### src/rtl/plc_timer_bank.sv
`default_nettype none
// +--------------------------------------------------------------------------+
// | Module      : plc_timer_bank                                             |
// | Description : Bank of NUM_TIMERS PLC timers (TON / TOF / RTO) sharing a  |
// |               prescaled time base; rung inputs latched on scan_commit.   |
// |               Define PLC_TIMER_DN_EDGE_EN to add the dn_rise output.     |
// | Revision    : 1.0 - initial release                                      |
// +--------------------------------------------------------------------------+
module plc_timer_bank #(
    parameter int NUM_TIMERS = 4,
    parameter int ACC_W      = 32,
    parameter int TICK_DIV   = 50000,
    parameter int SEL_W      = 2
) (
    input  logic                        clk,
    input  logic                        rst,
    input  logic                        scan_commit,
    input  logic [NUM_TIMERS-1:0]       en,
    input  logic [NUM_TIMERS-1:0]       res,
    input  logic [2*NUM_TIMERS-1:0]     mode,
    input  logic                        pre_wr,
    input  logic [SEL_W-1:0]            pre_sel,
    input  logic [ACC_W-1:0]            pre_data,
    output logic [NUM_TIMERS-1:0]       dn,
    output logic [NUM_TIMERS-1:0]       tt,
    output logic [NUM_TIMERS-1:0]       en_out,
`ifdef PLC_TIMER_DN_EDGE_EN
    output logic [NUM_TIMERS-1:0]       dn_rise,
`endif
    output logic [NUM_TIMERS*ACC_W-1:0] acc
);

    localparam int                  c_PRESC_W   = (TICK_DIV > 1) ? $clog2(TICK_DIV) : 1;
    localparam logic [c_PRESC_W-1:0] c_PRESC_LAST = c_PRESC_W'(TICK_DIV - 1);

    localparam logic [1:0] c_MODE_TON = 2'b00;
    localparam logic [1:0] c_MODE_TOF = 2'b01;
    localparam logic [1:0] c_MODE_RTO = 2'b10;

    logic [c_PRESC_W-1:0]    r_presc;
    logic                    w_tick;
    logic [NUM_TIMERS-1:0]   r_en_q;
    logic [NUM_TIMERS-1:0]   r_res_q;
    logic [2*NUM_TIMERS-1:0] r_mode_q;

    // Free-running time base; tick is the last count of each period.
    always_ff @(posedge clk) begin
        if (rst) begin
            r_presc <= '0;
        end else if (r_presc == c_PRESC_LAST) begin
            r_presc <= '0;
        end else begin
            r_presc <= r_presc + c_PRESC_W'(1);
        end
    end

    assign w_tick = (r_presc == c_PRESC_LAST);

    always_ff @(posedge clk) begin
        if (rst) begin
            r_en_q   <= '0;
            r_res_q  <= '0;
            r_mode_q <= '0;
        end else if (scan_commit) begin
            r_en_q   <= en;
            r_res_q  <= res;
            r_mode_q <= mode;
        end
    end

    assign en_out = r_en_q;

    generate
        for (genvar gi = 0; gi < NUM_TIMERS; gi++) begin : g_ch
            logic [ACC_W-1:0] r_pre;
            logic [ACC_W-1:0] r_acc;
            logic             r_dn;
            logic             r_tt;
            logic [ACC_W-1:0] w_acc_run;
            logic [ACC_W-1:0] w_acc_hold;
            logic [ACC_W-1:0] w_acc_n;
            logic             w_dn_n;
            logic             w_tt_n;
            logic [1:0]       w_mode;

            assign w_mode = r_mode_q[2*gi +: 2];

            // Advance one step per tick while below preset; otherwise sit at
            // preset, which also clamps acc after a preset is lowered.
            assign w_acc_run  = (r_acc < r_pre) ? (r_acc + ACC_W'(w_tick)) : r_pre;
            assign w_acc_hold = (r_acc < r_pre) ? r_acc : r_pre;

            always_comb begin
                w_acc_n = '0;
                w_dn_n  = 1'b0;
                w_tt_n  = 1'b0;
                if (!r_res_q[gi]) begin
                    case (w_mode)
                        c_MODE_TOF: begin
                            if (r_en_q[gi]) begin
                                w_dn_n = 1'b1;
                            end else begin
                                w_acc_n = w_acc_run;
                                w_tt_n  = (w_acc_run < r_pre);
                                w_dn_n  = (w_acc_run < r_pre);
                            end
                        end
                        c_MODE_RTO: begin
                            if (r_en_q[gi]) begin
                                w_acc_n = w_acc_run;
                                w_tt_n  = (w_acc_run < r_pre);
                                w_dn_n  = !(w_acc_run < r_pre);
                            end else begin
                                w_acc_n = w_acc_hold;
                                w_dn_n  = r_dn;
                            end
                        end
                        default: begin
                            if (r_en_q[gi]) begin
                                w_acc_n = w_acc_run;
                                w_tt_n  = (w_acc_run < r_pre);
                                w_dn_n  = !(w_acc_run < r_pre);
                            end
                        end
                    endcase
                end
            end

            always_ff @(posedge clk) begin
                if (rst) begin
                    r_pre <= '0;
                end else if (pre_wr && (32'(pre_sel) == gi)) begin
                    r_pre <= pre_data;
                end
            end

            always_ff @(posedge clk) begin
                if (rst) begin
                    r_acc <= '0;
                    r_dn  <= 1'b0;
                    r_tt  <= 1'b0;
                end else begin
                    r_acc <= w_acc_n;
                    r_dn  <= w_dn_n;
                    r_tt  <= w_tt_n;
                end
            end

`ifdef PLC_TIMER_DN_EDGE_EN
            logic r_dn_rise;

            always_ff @(posedge clk) begin
                if (rst) begin
                    r_dn_rise <= 1'b0;
                end else begin
                    r_dn_rise <= w_dn_n & ~r_dn;
                end
            end

            assign dn_rise[gi] = r_dn_rise;
`endif

            assign acc[gi*ACC_W +: ACC_W] = r_acc;
            assign dn[gi]                 = r_dn;
            assign tt[gi]                 = r_tt;
        end
    endgenerate

endmodule
`default_nettype wire
### config.mk
export PLATFORM = sky130hd
export DESIGN_NAME = plc_timer_bank
export DESIGN_NICKNAME = d
export VERILOG_FILES = /design/src/rtl/plc_timer_bank.sv
export SDC_FILE = /design/constraint.sdc
export NUM_CORES = 1
export LEC_CHECK = 0
export CORE_MARGIN = 5
export CORE_UTILIZATION = 49
export CTS_CLUSTER_DIAMETER = 60
export DETAILED_ROUTE_END_ITERATION = 8
export HOLD_SLACK_MARGIN = 0.06
export PLACE_DENSITY = 0.76
export SYNTH_ARGS = -nofsm -noshare
export SYNTH_HDL_FRONTEND = slang
export SYNTH_SLANG_ARGS = --single-unit
### constraint.sdc
create_clock -name clk -period 11.81 [get_ports clk]
set_input_delay 2.362 -clock clk [delete_from_list [all_inputs] [get_ports clk]]
set_output_delay 2.362 -clock clk [all_outputs]
set_load 0.01 [all_outputs]
Yosys cells after proc, flatten, opt, wreduce, memory -nomap -nowiden. Index checks and enable logic that the tools add are counted.

Add/sub/neg operators: 5. Magnitude comparators: 8. Equality and inequality tests: 20. Mux-type cells: 52. Reduce and logical (&&, ||, !) cells: 14.

Operators with widths (count): $mux W32 (20); $lt A32 B32 Y1 (8); $pmux W32 S2 (4); $add A32 B1 Y32 (4); $mux W1 (24); $add A16 B1 Y16 const B (1); $eq A16 B16 Y1 const B (1); $eq A2 B2 Y1 const B (6); $ne A3 B3 Y1 const B (4); $eq A2 B1 Y1 const B (5); $reduce_or A2 Y1 (5); $ne A2 B2 Y1 const B (4); $pmux W1 S2 (4); $logic_and A1 B1 Y1 (4); $logic_not A1 Y1 (4); $logic_not A2 Y1 (1).

Register bits after elaboration: 296. Input bits: 54. Output and inout bits: 140. Word-level logic and storage cells: 119.

Logic depth before layout (Yosys ltp).
Word-level depth: 7. Gate-level depth with buffers: 23. Depth with buffers taken out: 23.

Worst setup path before layout. Ideal clock, no wire load.

Kind: flip-flop to flip-flop. From: register g_ch[3].r_acc[27]. To: register g_ch[3].r_dn. Library setup time: 103 ps. Arrival time: 4465 ps. Required time: 11707 ps. Slack: 7242 ps. Cell stages (with the launch flop): 21. Buffers on the path: 4. Period minus slack after synthesis: 4568 ps. Cells stage by stage: dfxtp_1 > ha_1 > and2_0 > a221o_1 > a221oi_1 > o21a_1 > o21a_1 > buf_6 > buf_6 > buf_2 > clkbuf_1 > a21oi_1 > ha_1 > a21o_1 > a21o_1 > a2111oi_0 > o21ai_0 > nor4b_1 > a211o_1 > nand2_1 > a2111oi_2.

Longest elaborated chain between the ends: 6. Elaborated cells on any way between the ends: 9. Those cells by class: add/sub: 1; order compare: 2; mux: 5; reduce/logical: 1.

Ends and longest elaborated chain: start: declaration (line 76) `logic [ACC_W-1:0] r_acc;`; start signal: assignment (line 143) `r_acc <= w_acc_n;`; $add A32 B1 Y32 / $lt A32 B32 Y1 (equally long branches) (line 90) `assign w_acc_run = (r_acc < r_pre) ? (r_acc + ACC_W'(w_tick)) : r_pre;`; $mux W32 (*) (line 90); $lt A32 B32 Y1 (*) (line 105, 112, 122); $logic_not A1 Y1 (line 112, 122); $mux W1, on equally long branches (line 119, 109); $pmux W1 S2 (*) (line 98) `case (w_mode)`; end signal: assignment (line 144) `r_dn <= w_dn_n;`; end: declaration (line 77) `logic r_dn;`.

Every way passes the cells marked *; elsewhere a longest branch is shown, timed or not. The select of a mux whose other input is x is not followed. A chain may end at the register's enable or synchronous reset.

Final worst setup path.
From: register r_presc[0]. To: register g_ch[0].r_dn.

Longest elaborated chain between the ends: 7. Elaborated cells on any way between the ends: 9. Those cells by class: add/sub: 1; order compare: 1; eq/ne: 1; mux: 5; reduce/logical: 1.

Ends and longest elaborated chain: start: declaration (line 40) `logic [c_PRESC_W-1:0] r_presc;`; start signal: assignment (line 53) `r_presc <= r_presc + c_PRESC_W'(1);`; $eq A16 B16 Y1 (*) (line 57) `assign w_tick = (r_presc == c_PRESC_LAST);`; $add A32 B1 Y32 (*) (line 90); $mux W32 (*) (line 90); $lt A32 B32 Y1 (*) (line 105, 112, 122); $logic_not A1 Y1 (line 112, 122); $mux W1, on equally long branches (line 119, 109); $pmux W1 S2 (*) (line 98); end signal: assignment (line 144); end: declaration (line 77).

Marks and branches as above.

==> results.py <==
metrics = {
    "run_status": {
        "status": "finished, final reports clean",
    },
    "clock_tree": {
        "clockBufferDepth": 3,
        "cts_inserted_buffers": 38,
        "post_cts_repair_setup_buffers": 0,
        "h-tree-depth": 2,
        "tritoncts_clock_tree": "yes",
        "postCtsHoldBufs": 0,
        "clockRootBuffer": "clkbuf_16",
        "worst_skew_pair.late_latency_ns": 0.56,
        "path_clk_slew_ns": 0.06,
        "tritoncts_num_sinks": 296,
        "postCtsResizedCells": 0,
    },
    "synth": {
        "synth_warnings": 0,
        "number_of_enable_flip_flop_cells_after_synthesis": 0,
        "netlist_area_before_placement_um2": 21900,
        "synth.net_count": 3230,
        "synth_cells": 2911,
        "flops_latches_synth": 296,
        "synthDistinctLibCells": 83,
        "ys.flop_type": "dfxtp_1",
        "synth.avg_cell_area_um2": 7.52,
        "ys_async_sr_fraction_pct": 0,
        "synth_seq_area_share_pct": 27.1,
    },
    "drt": {
        "detail_route.drc_violations": 0,
        "postRouteWirelength_mm": 72.6,
        "drt_iter0_markers": 2108,
        "antenna_violating_nets_post_route": 0,
        "detail_route.vias_per_cell": 6.10,
        "wire_per_inst_um": 20.0,
        "via_count": 22200,
        "firstDrtPassIters": 6,
    },
    "power_and_ir_drop": {
        "net-switching-power_mw": 1.34,
        "p_per_area_nw_per_um2": 140,
        "power_report.internal_total_mw": 2.22,
        "p_seq_share_pct": 31.0,
        "p_sw_share_pct": 37.7,
        "clockPowerShare_pct": 33.0,
        "worst_ir_drop_vdd_mv": 0.165,
        "power.combinational.fraction_pct": 36.1,
        "cellLeakagePower_nw": 9.69,
    },
    "final_layout": {
        "finalCoreUtilization_pct": 57.2,
        "fin_nets": 3334,
        "synthToLayoutAreaGrowth_pct": 15.6,
        "layout-drive-gt1-share_pct": 4.28,
    },
    "global_route": {
        "grt_first_pass_wirelength_mm": 114,
        "first_global_vias": 21000,
        "gr_usage_total_pct": 28.0,
        "grt_remaining_overflow": 0,
        "grt_antenna_before_repair": 1,
        "maximum_number_of_pins_on_one_net_before_global_route_repair": 78,
    },
    "floorplanning": {
        "initial_core_util_pct": 49.5,
        "die_w_um": 221,
        "core_region_area_um2": 44200,
        "floorplan.die.height_um": 221,
        "floorplan.die_area_um2": 49000,
        "floorplan.rows": 77,
        "top_level_ports": 194,
    },
    "sta": {
        "worst_slew_pin_slew_ns": 1.28,
        "finalClockSkew_ns": 0.0269,
        "whs_ns": 0.463,
        "timing.fmax_mhz": 174,
        "fin_ws_ns": 6.05,
        "fin_crit_sh_pct": 48.8,
        "slew_headroom_pct": 13.8,
        "setup_viol": 0,
        "report.final.hold_viol_count": 0,
        "fin_crit_ns": 5.76,
        "finalMaxSlewViolations": 0,
        "tns_ns": 0,
        "rsz0062_at_grt": "no",
    },
    "worst_setup_path": {
        "crit_path_max_fanout": 8,
        "critical_path.max_stage_delay_ns": 0.75,
        "worst_r2r_endpoint": "g_ch[0].r_dn$_SDFFE_PP0P_",
        "critical-path-top-cell-by-count": "ha_1",
        "startpoint_of_the_worst_slack_reg_to_reg_timing_path": "r_presc[0]$_SDFF_PP0_",
        "start_kind": "flip-flop",
        "cp.arrival_ns": 6.22,
        "worst_path_max_delay_cell": "nor3_1",
        "cp_cell_sequence": "ha_1, and3_1, and3_1, ha_1, ha_1, nand3_1, nor2_1, nand4_1, nor3_1, nand3_1, xnor2_1, a21oi_1, inv_1, ha_1, nand4_1, nor3_1, nand2_1, a211oi_1, nor2_1, a311oi_1",
        "reg2reg_slack_ns": 6.05,
        "cp_data_required_time_ns": 12.27,
        "end_kind": "flip-flop",
        "ff2ff_path_depth": 20,
        "timing.setup.critical_path_class": "reg2reg",
    },
    "worst_hold_path": {
        "min_path_type": "reg2reg",
        "whs_endpoint": "r_presc[0]$_SDFF_PP0_",
        "hold_path_depth": 1,
        "min_from": "r_presc[0]$_SDFF_PP0_",
    },
    "place": {
        "port_buffers": 193,
        "gp_congestion": 0.954,
        "post_dp_hpwl_mm": 53.1,
        "detailedPlace.worstSlack_ns": 6.22,
    },
    "flow_run": {
        "maxCapViolations": 0,
    },
}
==> flip-flops by register name, summed over array words and instances, names as in the netlist <==
name        flops
en_out          4
g_ch.r_acc    128
r_res_q         4
g_ch.r_pre    128
r_presc        16
g_ch.r_dn       4
r_mode_q        8
g_ch.r_tt       4
==> cell usage after synthesis (4+ instances only) <==
cell type | instances | area share [%]
nand2_1 | 474 | 8.1
a21oi_1 | 334 | 7.6
dfxtp_1 | 296 | 27
ha_1 | 265 | 15
nor2_1 | 221 | 3.8
inv_1 | 173 | 3.0
o21ai_0 | 172 | 3.9
clkbuf_1 | 104 | 1.8
nand3_1 | 75 | 1.7
xnor2_1 | 75 | 3.0
nand4_1 | 73 | 2.1
xor2_1 | 73 | 2.9
nor3_1 | 65 | 1.5
mux2i_1 | 39 | 1.8
and3_1 | 33 | 0.94
a22oi_1 | 31 | 1.1
a211oi_1 | 30 | 1.0
a21o_1 | 29 | 1.0
o211ai_1 | 27 | 0.93
o22ai_1 | 27 | 0.77
a31oi_1 | 22 | 0.63
buf_2 | 21 | 0.48
o21a_1 | 19 | 0.65
and4_1 | 17 | 0.68
nor2b_1 | 16 | 0.46
nor4_1 | 15 | 0.43
a221oi_1 | 14 | 0.56
nand2b_1 | 13 | 0.37
and2_1 | 11 | 0.31
or2_2 | 11 | 0.31
a222oi_1 | 9 | 0.41
buf_4 | 9 | 0.31
buf_1 | 8 | 0.14
buf_6 | 8 | 0.41
o21ai_1 | 8 | 0.18
a311oi_1 | 7 | 0.28
nor3b_1 | 6 | 0.21
a211o_1 | 5 | 0.20
a2111oi_0 | 4 | 0.16
a221oi_2 | 4 | 0.27
mux2_2 | 4 | 0.21
nor4b_1 | 4 | 0.16
==> critical path, delay by kind of cell, from the launching register on <==
family	cells	cell delay (ns)
buffers and inverters	1	0.06
AO/OA/AOI/OAI	3	0.87
AND/OR/NAND/NOR	11	3.12
XOR/XNOR	1	0.17
adder cells (fa/ha/maj)	4	1.06
flip-flops	1	0.37
==> power by group through the flow <==
stage	registers [mW]	logic, mW	clock network, mW
2_1_floorplan	1.10	0.945	0
3_3_place_gp	1.12	1.22	0
3_5_place_dp	1.12	1.25	0
4_1_cts	1.10	1.26	1.19
5_1_grt	1.10	1.41	1.22
6_report	1.10	1.28	1.17
==> area by class of cell <==
cell class | instances | area (µm²)
repair buffers | 214 | 2090
clock buffers | 46 | 1040
well taps | 592 | 741
inverters | 173 | 649
clock inverters | 18 | 193
fillers | 4032 | 18900
flip-flops and latches | 296 | 5930
diodes | 2 | 5.00
multi-input cells | 2292 | 14700
==> per-stage QoR <==
step                      total power [mW]  cell area, µm²  std cells
after global routing                  3.73           25300       3631
after global placement                2.33           24100       3567
after detailed placement              2.37           24100       3567
after floorplan                       2.05           21900       2911
after CTS                             3.54           25300       3631
final                                 3.55           25300       3633
==> cell usage in the layout, fill, tap and decap left out, drive strengths merged, types with 8 or more instances in the layout <==
master / synthesis / layout
nand2: 474 / 474
a21oi: 335 / 335
dfxtp: 296 / 296
ha: 265 / 265
nor2: 223 / 223
clkdlybuf4s50: 0 / 192
o21ai: 180 / 180
inv: 173 / 176
nand3: 75 / 75
xnor2: 75 / 75
nand4: 73 / 73
xor2: 73 / 73
nor3: 67 / 67
clkbuf: 104 / 46
mux2i: 39 / 39
and3: 33 / 33
a22oi: 31 / 31
a211oi: 31 / 31
a21o: 29 / 29
o211ai: 29 / 29
o22ai: 28 / 28
buf: 46 / 22
a31oi: 22 / 22
o21a: 19 / 19
nor4: 18 / 18
a221oi: 18 / 18
and4: 17 / 17
nor2b: 16 / 16
nand2b: 13 / 13
and2: 13 / 13
or2: 12 / 12
a222oi: 9 / 9
a311oi: 8 / 8
==> worst max-delay path by stage <==
stage / endpoint / slack (ns) / cells past startpoint / from
after floorplan: g_ch[3].r_dn$_SDFFE_PP0P_ / 7.24 / 20 / g_ch[3].r_acc[27]$_SDFFE_PP0P_
after global placement: g_ch[0].r_dn$_SDFFE_PP0P_ / 6.36 / 21 / r_presc[13]$_SDFF_PP0_
after detailed placement: g_ch[0].r_dn$_SDFFE_PP0P_ / 6.22 / 20 / r_presc[0]$_SDFF_PP0_
after CTS: g_ch[0].r_dn$_SDFFE_PP0P_ / 6.20 / 20 / r_presc[0]$_SDFF_PP0_
after global routing: g_ch[0].r_dn$_SDFFE_PP0P_ / 5.65 / 21 / r_presc[13]$_SDFF_PP0_
final: g_ch[0].r_dn$_SDFFE_PP0P_ / 6.05 / 20 / r_presc[0]$_SDFF_PP0_
==> per-layer routing <==
metal / share of wire [%] / global-route usage (%)
met5: 0.0096 / 0
met1: 42 / 37.3
met2: 45 / 46.3
met4: 3.6 / 9.90
met3: 8.7 / 4.44
==> logic make-up after synthesis <==
logic type / synth area share (%)
flops: 27.1
xor+xnor: 5.92
mux: 1.99
fa+ha+maj: 15.2
buf+inv: 6.09
compound gates: 21.7
simple gates: 22.0
Power figures use the tool's default switching activity.
